## src/rtl/scl_gen_pkg.sv

```systemverilog
// Shared definitions for the SCL generator: phase state encoding and the
// divider clamp used when latching the quarter-period length.
package scl_gen_pkg;

    // Phase sequence of one SCL period plus idle and stretch-timeout parking.
    typedef enum logic [2:0] {
        ST_IDLE    = 3'd0,
        ST_LOW_A   = 3'd1,
        ST_LOW_B   = 3'd2,
        ST_HIGH_A  = 3'd3,
        ST_HIGH_B  = 3'd4,
        ST_TIMEOUT = 3'd5
    } state_t;

    // A zero divider would give an empty phase; treat it as one cycle.
    function automatic logic [31:0] clamp_div(input logic [31:0] div);
        return (div == 32'd0) ? 32'd1 : div;
    endfunction

endpackage

```

## src/rtl/sync_2ff.sv

```systemverilog
// Two-flop synchroniser for an open-drain bus line. Resets to 1 so a
// released line is seen as released straight out of reset.
module sync_2ff (
    input  logic i_clk,
    input  logic i_rst,
    input  logic i_d,
    output logic o_q
);

    logic r_meta;
    logic r_sync;

    // Two-stage capture of the asynchronous input.
    always_ff @(posedge i_clk or posedge i_rst) begin
        if (i_rst) begin
            r_meta <= 1'b1;
            r_sync <= 1'b1;
        end else begin
            r_meta <= i_d;
            r_sync <= r_meta;
        end
    end

    assign o_q = r_sync;

endmodule

```

## src/rtl/scl_gen_param.sv

```systemverilog
// SCL generator: divides Mclk into four equal quarter-period phases,
// drives the internal SCL and emits one-cycle phase strobes. Supports
// slave clock stretching in the first half of the high phase with a
// sticky timeout.
module scl_gen_param
    import scl_gen_pkg::*;
#(
    parameter int DIV_WIDTH   = 16,
    parameter int STRETCH_MAX = 65535,
    parameter int TO_WIDTH    = 17
) (
    input  logic                 Mclk,
    input  logic                 reset,
    input  logic                 busy,
    input  logic [DIV_WIDTH-1:0] div_val,
    input  logic                 stretch_en,
    input  logic                 scl_in,
    output logic                 iSCL,
    output logic                 scl_fall,
    output logic                 mid_low,
    output logic                 scl_rise,
    output logic                 mid_high,
    output logic                 stretching,
    output logic                 stretch_to
);

    localparam logic [DIV_WIDTH-1:0] CNT_ZERO = '0;
    localparam logic [DIV_WIDTH-1:0] CNT_ONE  = DIV_WIDTH'(1);
    localparam logic [TO_WIDTH-1:0]  TO_ZERO  = '0;
    localparam logic [TO_WIDTH-1:0]  TO_ONE   = TO_WIDTH'(1);
    localparam logic [TO_WIDTH-1:0]  TO_LAST  = TO_WIDTH'(STRETCH_MAX - 1);

    state_t                r_state;
    logic [DIV_WIDTH-1:0]  r_cnt;
    logic [DIV_WIDTH-1:0]  r_q;
    logic [TO_WIDTH-1:0]   r_to_cnt;
    logic                  r_iscl;
    logic                  r_fall;
    logic                  r_mid_low;
    logic                  r_rise;
    logic                  r_mid_high;
    logic                  r_stretching;
    logic                  r_stretch_to;

    state_t                w_state_next;
    logic [DIV_WIDTH-1:0]  w_cnt_next;
    logic [DIV_WIDTH-1:0]  w_q_next;
    logic [DIV_WIDTH-1:0]  w_q_load;
    logic [TO_WIDTH-1:0]   w_to_next;
    logic                  w_iscl_next;
    logic                  w_fall_next;
    logic                  w_mid_low_next;
    logic                  w_rise_next;
    logic                  w_mid_high_next;
    logic                  w_stretching_next;
    logic                  w_stretch_to_next;
    logic                  w_scl_sync;
    logic                  w_phase_end;
    logic                  w_stretch_cond;

    sync_2ff u_scl_sync (
        .i_clk (Mclk),
        .i_rst (reset),
        .i_d   (scl_in),
        .o_q   (w_scl_sync)
    );

    assign w_q_load       = DIV_WIDTH'(clamp_div(32'(div_val)));
    assign w_phase_end    = (r_cnt == (r_q - CNT_ONE));
    // A slave is holding the line while we have released it.
    assign w_stretch_cond = (r_state == ST_HIGH_A) && stretch_en && !w_scl_sync;

    // Next-state, counter and strobe decode for one quarter-period step.
    always_comb begin
        w_state_next      = r_state;
        w_cnt_next        = r_cnt;
        w_q_next          = r_q;
        w_to_next         = r_to_cnt;
        w_fall_next       = 1'b0;
        w_mid_low_next    = 1'b0;
        w_rise_next       = 1'b0;
        w_mid_high_next   = 1'b0;
        w_stretching_next = 1'b0;
        w_stretch_to_next = r_stretch_to;
        case (r_state)
            ST_IDLE: begin
                w_cnt_next = CNT_ZERO;
                w_to_next  = TO_ZERO;
                if (busy) begin
                    w_state_next = ST_LOW_A;
                    w_q_next     = w_q_load;
                    w_fall_next  = 1'b1;
                end
            end
            ST_LOW_A: begin
                if (w_phase_end) begin
                    w_state_next   = ST_LOW_B;
                    w_cnt_next     = CNT_ZERO;
                    w_mid_low_next = 1'b1;
                end else begin
                    w_cnt_next = r_cnt + CNT_ONE;
                end
            end
            ST_LOW_B: begin
                if (w_phase_end) begin
                    w_state_next = ST_HIGH_A;
                    w_cnt_next   = CNT_ZERO;
                    w_to_next    = TO_ZERO;
                    w_rise_next  = 1'b1;
                end else begin
                    w_cnt_next = r_cnt + CNT_ONE;
                end
            end
            ST_HIGH_A: begin
                if (w_stretch_cond) begin
                    // Phase counter frozen while the line is held low.
                    if (r_to_cnt == TO_LAST) begin
                        w_state_next      = ST_TIMEOUT;
                        w_cnt_next        = CNT_ZERO;
                        w_to_next         = TO_ZERO;
                        w_stretch_to_next = 1'b1;
                    end else begin
                        w_to_next         = r_to_cnt + TO_ONE;
                        w_stretching_next = 1'b1;
                    end
                end else begin
                    w_to_next = TO_ZERO;
                    if (w_phase_end) begin
                        w_state_next    = ST_HIGH_B;
                        w_cnt_next      = CNT_ZERO;
                        w_mid_high_next = 1'b1;
                    end else begin
                        w_cnt_next = r_cnt + CNT_ONE;
                    end
                end
            end
            ST_HIGH_B: begin
                if (w_phase_end) begin
                    w_cnt_next = CNT_ZERO;
                    if (busy) begin
                        // Back-to-back periods: no idle cycle in between.
                        w_state_next = ST_LOW_A;
                        w_q_next     = w_q_load;
                        w_fall_next  = 1'b1;
                    end else begin
                        w_state_next = ST_IDLE;
                    end
                end else begin
                    w_cnt_next = r_cnt + CNT_ONE;
                end
            end
            ST_TIMEOUT: begin
                w_cnt_next = CNT_ZERO;
                w_to_next  = TO_ZERO;
                if (!busy) begin
                    w_state_next      = ST_IDLE;
                    w_stretch_to_next = 1'b0;
                end
            end
            default: begin
                w_state_next      = ST_IDLE;
                w_cnt_next        = CNT_ZERO;
                w_to_next         = TO_ZERO;
                w_stretch_to_next = 1'b0;
            end
        endcase
    end

    // SCL is driven low only in the two low phases; released everywhere else.
    assign w_iscl_next = !((w_state_next == ST_LOW_A) || (w_state_next == ST_LOW_B));

    // State and registered outputs.
    always_ff @(posedge Mclk or posedge reset) begin
        if (reset) begin
            r_state      <= ST_IDLE;
            r_cnt        <= CNT_ZERO;
            r_q          <= CNT_ONE;
            r_to_cnt     <= TO_ZERO;
            r_iscl       <= 1'b1;
            r_fall       <= 1'b0;
            r_mid_low    <= 1'b0;
            r_rise       <= 1'b0;
            r_mid_high   <= 1'b0;
            r_stretching <= 1'b0;
            r_stretch_to <= 1'b0;
        end else begin
            r_state      <= w_state_next;
            r_cnt        <= w_cnt_next;
            r_q          <= w_q_next;
            r_to_cnt     <= w_to_next;
            r_iscl       <= w_iscl_next;
            r_fall       <= w_fall_next;
            r_mid_low    <= w_mid_low_next;
            r_rise       <= w_rise_next;
            r_mid_high   <= w_mid_high_next;
            r_stretching <= w_stretching_next;
            r_stretch_to <= w_stretch_to_next;
        end
    end

    assign iSCL       = r_iscl;
    assign scl_fall   = r_fall;
    assign mid_low    = r_mid_low;
    assign scl_rise   = r_rise;
    assign mid_high   = r_mid_high;
    assign stretching = r_stretching;
    assign stretch_to = r_stretch_to;

endmodule

```

## config.mk

```make
export PLATFORM = sky130hd
export DESIGN_NAME = scl_gen_param
export DESIGN_NICKNAME = d
export VERILOG_FILES = /design/src/rtl/scl_gen_pkg.sv /design/src/rtl/sync_2ff.sv /design/src/rtl/scl_gen_param.sv
export SDC_FILE = /design/constraint.sdc
export NUM_CORES = 1
export LEC_CHECK = 0
export BUFFER_PORTS_ARGS = -buffer_cell sky130_fd_sc_hd__buf_2
export CAP_MARGIN = 15
export CORE_MARGIN = 2
export CORE_UTILIZATION = 50
export CTS_BUF_LIST = sky130_fd_sc_hd__clkbuf_8 sky130_fd_sc_hd__clkbuf_16
export DETAILED_ROUTE_END_ITERATION = 10
export PLACE_DENSITY = 0.68
export SYNTH_ARGS = -nofsm -noshare
export SYNTH_HDL_FRONTEND = slang
export SYNTH_SLANG_ARGS = --single-unit
```

## constraint.sdc

```tcl
create_clock -name Mclk -period 5.01 [get_ports Mclk]
set_input_delay 0.7515 -clock Mclk [delete_from_list [all_inputs] [get_ports Mclk]]
set_output_delay 0.7515 -clock Mclk [all_outputs]
set_load 0.05 [all_outputs]
```

==> metrics.txt, run 1 <==
CP required roughly 5.2 ns; pwr dens 460 nW/um^2; post-synthesis net count 410; deepest clock path buffer count 2; Final Slew Violations 0; primary flip-flop cell chosen by synthesis mapping dfrtp_1; Post-synth EDFFs 0; final setup vio count 0; post-cts hold buffer count 0; Min-Delay Path Class flop to flop; clk sink count 61; Rel. slew slack 45.8%; Setup Skew 0.0101 ns; Min Hold Slack around 0.34 ns; Core Footprint roughly 7100 um^2; fin crit period 3.52 ns; Die X between 80 and 90 um; setup ws final ~1.5 ns; layout cell share with drive strength beyond 1 around a fifth; Sum Neg Setup Slack 0 ns; root buffer cell clkbuf_8; Final Hold Viols 0; clock-pin transition on the worst setup and hold timing paths approximately 0.07 ns; first-pass GRT wire length 13.1 mm; Worst-Skew Late Latency 0.34 ns; Buffers on Ports 27; CTS tree yes; Setup Buffers After CTS 0; #FFs+latches synth 61; CTS Buf Count 9; routed wire length just under 8 mm; CP Data Arrival Time about 3.8 ns; vias per std cell roughly 5.7; RSZ-0062 raised after global routing no; actual slew at the worst max-slew pin between 0.8 and 0.9 ns; vias in the first global route between 2000 and 3000; dpl hpwl ~5.3 mm; CTS resizes 0; area grow syn2layout 10.7%; die area about 8000 um^2; gr usage total between 20% and 30%; DRT iter0 DRCs 99; Initial Utilization between 50% and 60%; status finished clean; Max Cap Viol 0; LEAKAGE roughly 1.8 nW; synth warn 0; gr ovfl total 0; routed vias between 2000 and 3000; Diodes inserted 0; Synth Instances ~390; fill count between 600 and 700; Routed Antenna Nets 0; Initial DRT Pass Iterations 5; fin crit share around 70%; GPL Wtd Cong ~0.95; Crit Path Max Fanout 26; largest net degree at the start of global routing 62; nets@finish ~430; fmax about 280 MHz; Placement Setup Slack about 1.5 ns; R2R Setup Slk approximately 1.5 ns; placed insts roughly 500; Std-Cell Rows 31; sequential share of the synthesized area 42.1%; io pins 28; WS Path Type flop to flop; initial antenna violation count 0; Post-Syn Area per Cell 9.44 um^2; Yosys cell types just over 60; mapped cell area ~3600 um^2; Avg WL per Cell roughly 15 um; critical path startpoint category flop; # DRC 0; CP endpoint kind flop; H-tree depth 3; peak supply drop 0.177 mV; Die Ht 89.3 um; Layout Cells excl Fill around 500; FFs w/ async S/R, synth 100%
-- final cells by class --
cell class / count / area (um^2) / area share (%)
repair buffers: 29 / 150 / 3.73
clock buffers: 9 / 124 / 3.08
flip-flops and latches: 61 / 1530 / 38.1
inverters: 11 / 41.3 / 1.03
multi-input cells: 296 / 1970 / 49.0
clock inverters: 7 / 82.6 / 2.05
well taps: 99 / 124 / 3.08
-- kinds of logic (layout without fill, tap and decap cells) --
| logic type | after synthesis | after routing | synth area share (%) |
|---|---|---|---|
| and+or+nand+nor | 152 | 152 | 23.2 |
| muxes | 18 | 18 | 6.20 |
| adders and majority gates | 4 | 4 | 1.38 |
| DFF | 61 | 61 | 42.1 |
| buffers and inverters | 28 | 56 | 3.68 |
| xor gates and xnor gates | 26 | 26 | 6.27 |
| AOI/OAI and AO/OA | 96 | 96 | 17.1 |
-- flip-flops by register name (all words and copies together) (netlist names) --
| name | cells |
|---|---|
| r_to_cnt | 17 |
| r_cnt | 16 |
| r_q | 16 |
| r_state | 3 |
| iSCL | 1 |
| mid_high | 1 |
| mid_low | 1 |
| scl_fall | 1 |
| scl_rise | 1 |
| stretch_to | 1 |
| stretching | 1 |
| u_scl_sync.o_q | 1 |
| u_scl_sync.r_meta | 1 |
-- metrics by stage --
| step | util, % | instance area (um^2) | total power [mW] |
|---|---|---|---|
| detailed placement | 53.5 | 3820 | 1.38 |
| CTS | 56.4 | 4020 | 1.86 |
| global route | 56.4 | 4020 | 1.98 |
| finish | 56.4 | 4020 | 1.85 |
| floorplan | - | 3630 | 1.26 |
| global placement | 53.5 | 3820 | 1.36 |
-- cell usage after synthesis (2+ instances only) --
master | n | area, um^2
or4_1 | 2 | 15.0
and3_1 | 15 | 93.8
and4_1 | 2 | 17.5
clkbuf_1 | 9 | 33.8
mux2_4 | 7 | 105
buf_6 | 3 | 33.8
nand3b_1 | 2 | 15.0
nor3_1 | 10 | 50.1
ha_1 | 4 | 50.1
mux2_2 | 8 | 90.1
xor2_1 | 18 | 158
nor3_4 | 2 | 32.5
o21ai_1 | 6 | 30.0
dfstp_2 | 4 | 105
nor2b_1 | 2 | 12.5
a31oi_1 | 2 | 12.5
buf_2 | 5 | 25.0
nand4_1 | 5 | 31.3
nand2b_1 | 13 | 81.3
dfrtp_1 | 57 | 1430
o41ai_1 | 2 | 17.5
nor4_1 | 9 | 56.3
o21ai_0 | 56 | 280
nor2_1 | 24 | 90.1
mux2i_1 | 3 | 30.0
a21o_1 | 2 | 15.0
nand2_1 | 32 | 120
o31a_1 | 2 | 17.5
o31ai_1 | 3 | 22.5
nor3b_1 | 4 | 30.0
or3_1 | 3 | 18.8
nand3_1 | 17 | 85.1
xnor2_1 | 8 | 70.1
a21oi_1 | 6 | 30.0
inv_1 | 11 | 41.3
-- metal layers --
| metal | global-route usage, % | vias up | routed length [um] |
|---|---|---|---|
| met4 | 7.87 | 0 | 101 |
| met1 | 30.1 | 1399 | 3700 |
| met3 | 5.08 | 10 | 293 |
| li1 | - | 1446 | - |
| met2 | 31.9 | 51 | 3680 |
| met5 | 0 | - | 0 |
-- final timing paths --
path                                         from  cells past startpoint        endpoint
worst max-delay path                       r_q[3]                      9        r_cnt[6]
worst min-delay path            u_scl_sync.r_meta                      0  u_scl_sync.o_q
worst max register to register             r_q[3]                      9        r_cnt[6]
worst min register to register  u_scl_sync.r_meta                      0  u_scl_sync.o_q
max in group asynchronous                   reset                      3      stretching
min in group asynchronous                   reset                      3        scl_rise
-- where the power goes --
| group | total (mW) | switching [mW] | internal [mW] |
|---|---|---|---|
| Combinational | 0.606 | 0.329 | 0.277 |
| Sequential | 0.773 | 0.174 | 0.599 |
| Clock | 0.470 | 0.196 | 0.274 |
-- worst max-delay path, cell delays in order (launching register included) --
cell and delay (ns):
dfrtp_1 0.49, or4_1 0.77, nor4_2 0.36, xnor2_1 0.17, nor3b_2 0.26, o2111ai_4 0.23, o211ai_2 0.71, o21ai_0 0.22
nand2_1 0.11, o21ai_0 0.08
-- cell usage in the layout, fill, tap and decap left out, types with 3 or more instances in the layout --
cell | Yosys | layout
dfrtp_1 | 57 | 57
o21ai_0 | 56 | 56
nand2_1 | 32 | 32
buf_2 | 5 | 27
nor2_1 | 24 | 24
xor2_1 | 18 | 18
nand3_1 | 17 | 17
and3_1 | 15 | 15
nand2b_1 | 13 | 13
inv_1 | 11 | 12
nor3_1 | 10 | 10
nor4_1 | 9 | 9
clkbuf_8 | 0 | 9
xnor2_1 | 8 | 8
mux2_2 | 8 | 8
mux2_4 | 7 | 7
o21ai_1 | 6 | 6
a21oi_1 | 6 | 6
nand4_1 | 5 | 5
nor3b_1 | 4 | 4
ha_1 | 4 | 4
dfstp_2 | 4 | 4
or3_1 | 3 | 3
o31ai_1 | 3 | 3
mux2i_1 | 3 | 3
clkinv_2 | 0 | 3
(Power assumes the default switching activity.)
==> inputs of run 2 (changes only) <==
- PLACE_DENSITY: 0.68 -> 0.71
- clock period: 5.01 -> 2.9 ns (I/O delays scaled with it)
==> metrics.txt, run 2 (synthesis gave the netlist of run 1 again) <==
clk sink count 61; RR Endpoint r_q[3]; Buffers on Ports 27; dpl hpwl 5.63 mm; GRT Max-Usage Layer met2; WS Path Type flop to flop; commonest non-fill, non-tap cells in the layout 57 x dfrtp_1, 36 x o21ai_0, 32 x nand2_1, 27 x buf_2, 25 x o21ai_1; met3 Use GR ~4.2%; Setup Skew approximately 0.011 ns; Most flops, register r_to_cnt; R2R Setup Slk -0.06 ns; gr usage total 21.7%; Die Ht between 80 and 90 um; clock-pin transition on the worst setup and hold timing paths 0.07 ns; post-cts hold buffer count 0; Final Hold Viols 0; Worst Reg-to-Reg Cells 11; initial antenna violation count 0; fin crit share 102%; routed wire length between 7 and 8 mm; Initial Utilization approximately 51%; first-pass GRT wire length 13.5 mm; Die X between 80 and 90 um; Core Footprint between 7000 and 8000 um^2; actual slew at the worst max-slew pin approximately 0.74 ns; Largest regs r_to_cnt (17), r_cnt (16), r_q (16); Min Hold Slack about 0.2 ns; Int Pwr between 2 and 2.5 mW; fill count ~630; Std-Cell Rows 31; max reg flops 17; setup ws final -0.0563 ns; switching share of power 37.8%; Sum Neg Setup Slack -0.654 ns; sequential power share between 30% and 40%; Worst-Skew Late Latency approximately 0.34 ns; DRT iter0 DRCs between 100 and 150; fmax 338 MHz; Final Slew Violations 0; commonest non-fill, non-tap cell in the layout dfrtp_1; vias in the first global route approximately 2900; Max Cap Viol 0; root buffer cell clkbuf_8; met2 usage between 30% and 40%; failing checks setup timing; Routed Antenna Nets 0; vias per std cell roughly 5.6; Initial DRT Pass Iterations 4; CP endpoint kind flop; GPL Wtd Cong about 0.9; deepest clock path buffer count 2; Design Area, Final between 4000 and 5000 um^2; crit path from r_q[0]; critical path startpoint category flop; pwr dens between 700 and 800 nW/um^2; CP endpoint r_q[3]; Rel. slew slack between 50% and 60%; CTS tree yes; peak supply drop 0.309 mV; CP Data Arrival Time between 3 and 4 ns; die area roughly 8000 um^2; Logic pwr share between 30% and 40%; FF-to-FF Start r_q[0]; LEAKAGE 1.94 nW; H-tree depth 3; Diodes inserted 0; CP required about 3.1 ns; area grow syn2layout 18.6%; placed inst area 4000 um^2; Avg WL per Cell between 10 and 15 um; nets@finish 453; M1 GR Usage a little under 30%; RSZ-0062 raised after global routing yes; final setup vio count 20; Clock Power Share 23.2%; Crit Path Max Fanout 18; fin crit period about 3.0 ns; Min-Delay Path Class input port to flop; Psw 1.30 mW; largest net degree at the start of global routing 37; CTS Buf Count 9; io pins 28; status complete, but fails checks; layout cell share with drive strength beyond 1 between 20% and 30%; gr ovfl total 0; # DRC 0; routed vias 2999
## run 2: worst min-delay path by stage
| stage | startpoint | to | slack [ns] | cells past startpoint |
|---|---|---|---|---|
| final | scl_in | u_scl_sync.r_meta | 0.20 | 1 |
| after global routing | scl_in | u_scl_sync.r_meta | 0.19 | 1 |
| after CTS | scl_in | u_scl_sync.r_meta | 0.18 | 1 |
| after detailed placement | u_scl_sync.r_meta | u_scl_sync.o_q | 0.35 | 0 |
| after global placement | u_scl_sync.r_meta | u_scl_sync.o_q | 0.35 | 0 |
| after floorplan | u_scl_sync.r_meta | u_scl_sync.o_q | 0.35 | 0 |
## run 2: routing by layer
metal  vias to the layer above  share of wire [%]
li1                       1480                  -
met1                      1460                 47
met2                        44                 48
met3                        15                2.8
met4                         0                2.1
met5                         -                  0
## run 2: power groups by stage
stage | clock [mW] | combinational, mW | sequential, mW
after floorplan | 0 | 1.00 | 1.23
after global placement | 0 | 1.27 | 1.26
after detailed placement | 0 | 1.31 | 1.27
after CTS | 0.809 | 1.32 | 1.26
after global routing | 0.846 | 1.52 | 1.30
final | 0.797 | 1.37 | 1.27
## run 2: cell type report
type | instances | area, um^2 | area share, %
Multi-Input combinational cell | 296 | 2060 | 47.9
Sequential cell | 61 | 1530 | 35.5
Tap cell | 99 | 124 | 2.87
Clock buffer | 12 | 165 | 3.83
Inverter | 11 | 41.3 | 0.958
Clock inverter | 4 | 46.3 | 1.07
Timing Repair Buffer | 49 | 338 | 7.84
## run 2: critical path: stages (launching register included)
cell	delay [ns]
dfstp_2	0.54
inv_2	0.05
ha_4	0.26
xor2_1	0.16
nand2_1	0.07
or4b_4	0.55
nor3b_4	0.24
o2111ai_4	0.18
nor2_4	0.22
o211ai_4	0.11
buf_12	0.17
mux2_4	0.29
## run 2: timing repair
item / 4_1_cts / 5_1_grt
buffers inserted: 4 / 1
setup endpoints to repair: 21 / 46
pin swaps: 4 / 6
gates resized for setup: 1 / 31
## run 2: stage by stage
step	util, %	instances	setup WS (ns)	power, mW
final	60.4	532	-0.0563	3.44
after global routing	60.4	532	-0.160	3.66
after CTS	59.5	531	-0.0218	3.39
after detailed placement	56.0	511	-0.0522	2.58
after global placement	56.0	511	0.0264	2.53
after floorplan	-	385	-0.0364	2.23
==> inputs of run 3 (changes only) <==
- CTS_BUF_LIST: sky130_fd_sc_hd__clkbuf_8 sky130_fd_sc_hd__clkbuf_16 -> sky130_fd_sc_hd__clkbuf_2
- PLACE_DENSITY: 0.71 -> 0.68
- SLEW_MARGIN: unset -> 20
- clock period: 2.9 -> 2.77 ns (I/O delays scaled with it)
==> metrics.txt, run 3 (synthesis gave the netlist of run 1 again) <==
max reg flops 17; crit-path cells inv_2, ha_4, xor2_1, nand2_1, or4b_4, nor3b_4, o2111ai_4, buf_6, o211ai_4, buf_4, clkbuf_16, o21ai_0, nand2_1, o21ai_0; Buffers on Ports 27; Max Cap Viol 0; Initial DRT Pass Iterations 4; commonest non-fill, non-tap cell in the layout dfrtp_1; deepest clock path buffer count 2; Worst-Skew Late Latency around 0.51 ns; CP Data Arrival Time about 3.5 ns; first-pass GRT wire length roughly 14 mm; Seq. cell area around 1500 um^2; gr usage total 23.8%; CTS Buf Count 9; vias in the first global route between 2000 and 3000; crit path from r_q[0]; Crit path largest cell delay approximately 0.60 ns; clk sink count 61; critical path startpoint category flop; placed insts 523; Setup Skew 0.0255 ns; vias per std cell 5.81; WS Path Type flop to flop; met3 Use GR under 10%; failing checks setup timing; clock-pin transition on the worst setup and hold timing paths ~0.2 ns; routed vias about 3200; area grow syn2layout 24.3%; status complete, but fails checks; Crit Path Max Fanout 6; Most flops, register r_to_cnt; die area approximately 8000 um^2; actual slew at the worst max-slew pin between 0.7 and 0.8 ns; FF-to-FF Start r_q[0]; routed wire length 9.16 mm; CTS tree yes; min-delay src div_val[6]; Die X between 80 and 90 um; Diodes inserted 0; CP max stage cell dfstp_2; RSZ-0062 raised after global routing yes; CP endpoint kind flop; layout cell share with drive strength beyond 1 between 30% and 40%; pwr dens roughly 780 nW/um^2; H-tree depth 3; Std-Cell Rows 31; peak supply drop approximately 0.33 mV; nets@finish around 480; area of the multi-input gates 2170 um^2; Min Hold Slack ~0.13 ns; Initial Utilization about half; Routed Antenna Nets 0; met2 usage a little under two fifths; # DRC 0; CP required about 3.2 ns; Final Util around 63%; Core Footprint a little over 7000 um^2; initial antenna violation count 0; Bufs and invs on worst path 4; Final Slew Violations 0; fin crit share 111%; final setup vio count 55; largest net degree at the start of global routing 35; Rel. slew slack 47.0%; GRT Max-Usage Layer met2; fill count roughly 610; Die Ht roughly 89 um; Layout Cells excl Fill ~560; setup ws final -0.295 ns; gr ovfl total 0; Largest regs r_to_cnt (17), r_cnt (16), r_q (16); Avg WL per Cell approximately 16 um; DRT iter0 DRCs around 250; commonest non-fill, non-tap cells in the layout 57 x dfrtp_1, 36 x o21ai_1, 31 x nand2_1, 29 x buf_4, 27 x buf_2; root buffer cell clkbuf_2; critical path's top delay family simple AND/OR/NAND/NOR gates; GPL Wtd Cong between 0.8 and 0.9; dpl hpwl 5.74 mm; M1 GR Usage between 30% and 40%; fin crit period 3.06 ns; Min-Delay Path Class input port to flop; io pins 28; LEAKAGE 2.00 nW; fmax roughly 330 MHz; Final Hold Viols 0
-- run 3: routing by layer --
metal / part of all wire [%] / vias up
met5: 0 / -
met4: 2.0 / 0
met3: 3.3 / 18
met2: 50 / 68
met1: 45 / 1583
li1: - / 1558
-- run 3: repair_timing --
item | 4_1_cts | 5_1_grt
hold buffers | 2 | 0
resized for setup | 39 | 26
endpoints found under the hold margin | 27 | 0
cloned | 4 | 2
pin swaps | 26 | 16
endpoints found under the setup margin | 53 | 56
setup buffers | 4 | 5
-- run 3: through the flow --
stage | setup WS [ns] | cell area, um^2 | TNS (ns) | total power, mW
3_3_place_gp | -0.196 | 4080 | -6.63 | 2.78
3_5_place_dp | -0.236 | 4080 | -7.45 | 2.83
4_1_cts | -0.220 | 4380 | -6.45 | 3.45
2_1_floorplan | -0.166 | 3680 | -1.51 | 2.35
5_1_grt | -0.387 | 4520 | -14.87 | 3.75
6_report | -0.295 | 4520 | -8.83 | 3.51
-- run 3: layout make-up --
class | count | share of cell area, %
multi-input cells | 300 | 48.0
repair buffers | 68 | 11.9
well taps | 99 | 2.74
flip-flops and latches | 61 | 33.9
clock buffers | 9 | 0.997
clock inverters | 7 | 1.47
inverters | 11 | 0.914
-- run 3: worst register-to-register path: cells and delay by family (launching register included) --
kind | cells | cell delay (ns)
DFF | 1 | 0.60
and+or+nand+nor | 4 | 0.95
buffers and inverters | 4 | 0.52
xor gates and xnor gates | 1 | 0.13
AOI/OAI and AO/OA | 4 | 0.51
adders and majority gates | 1 | 0.25
-- run 3: power breakdown --
group / total, mW / internal, mW / leakage, nW / switching, mW
Clock: 0.563 / 0.201 / 0.0613 / 0.362
Combinational: 1.65 / 0.788 / 1.15 / 0.858
Sequential: 1.30 / 1.08 / 0.795 / 0.223
-- run 3: path summary, 6_finish.rpt --
path	endpoint	slack, ns	cells past startpoint
max	r_cnt[4]	-0.29	14
min	r_q[6]	0.13	2
max reg2reg	r_cnt[4]	-0.29	14
min reg2reg	u_scl_sync.o_q	0.38	0
max in group asynchronous	iSCL	1.58	4
min in group asynchronous	r_to_cnt[1]	0.51	3
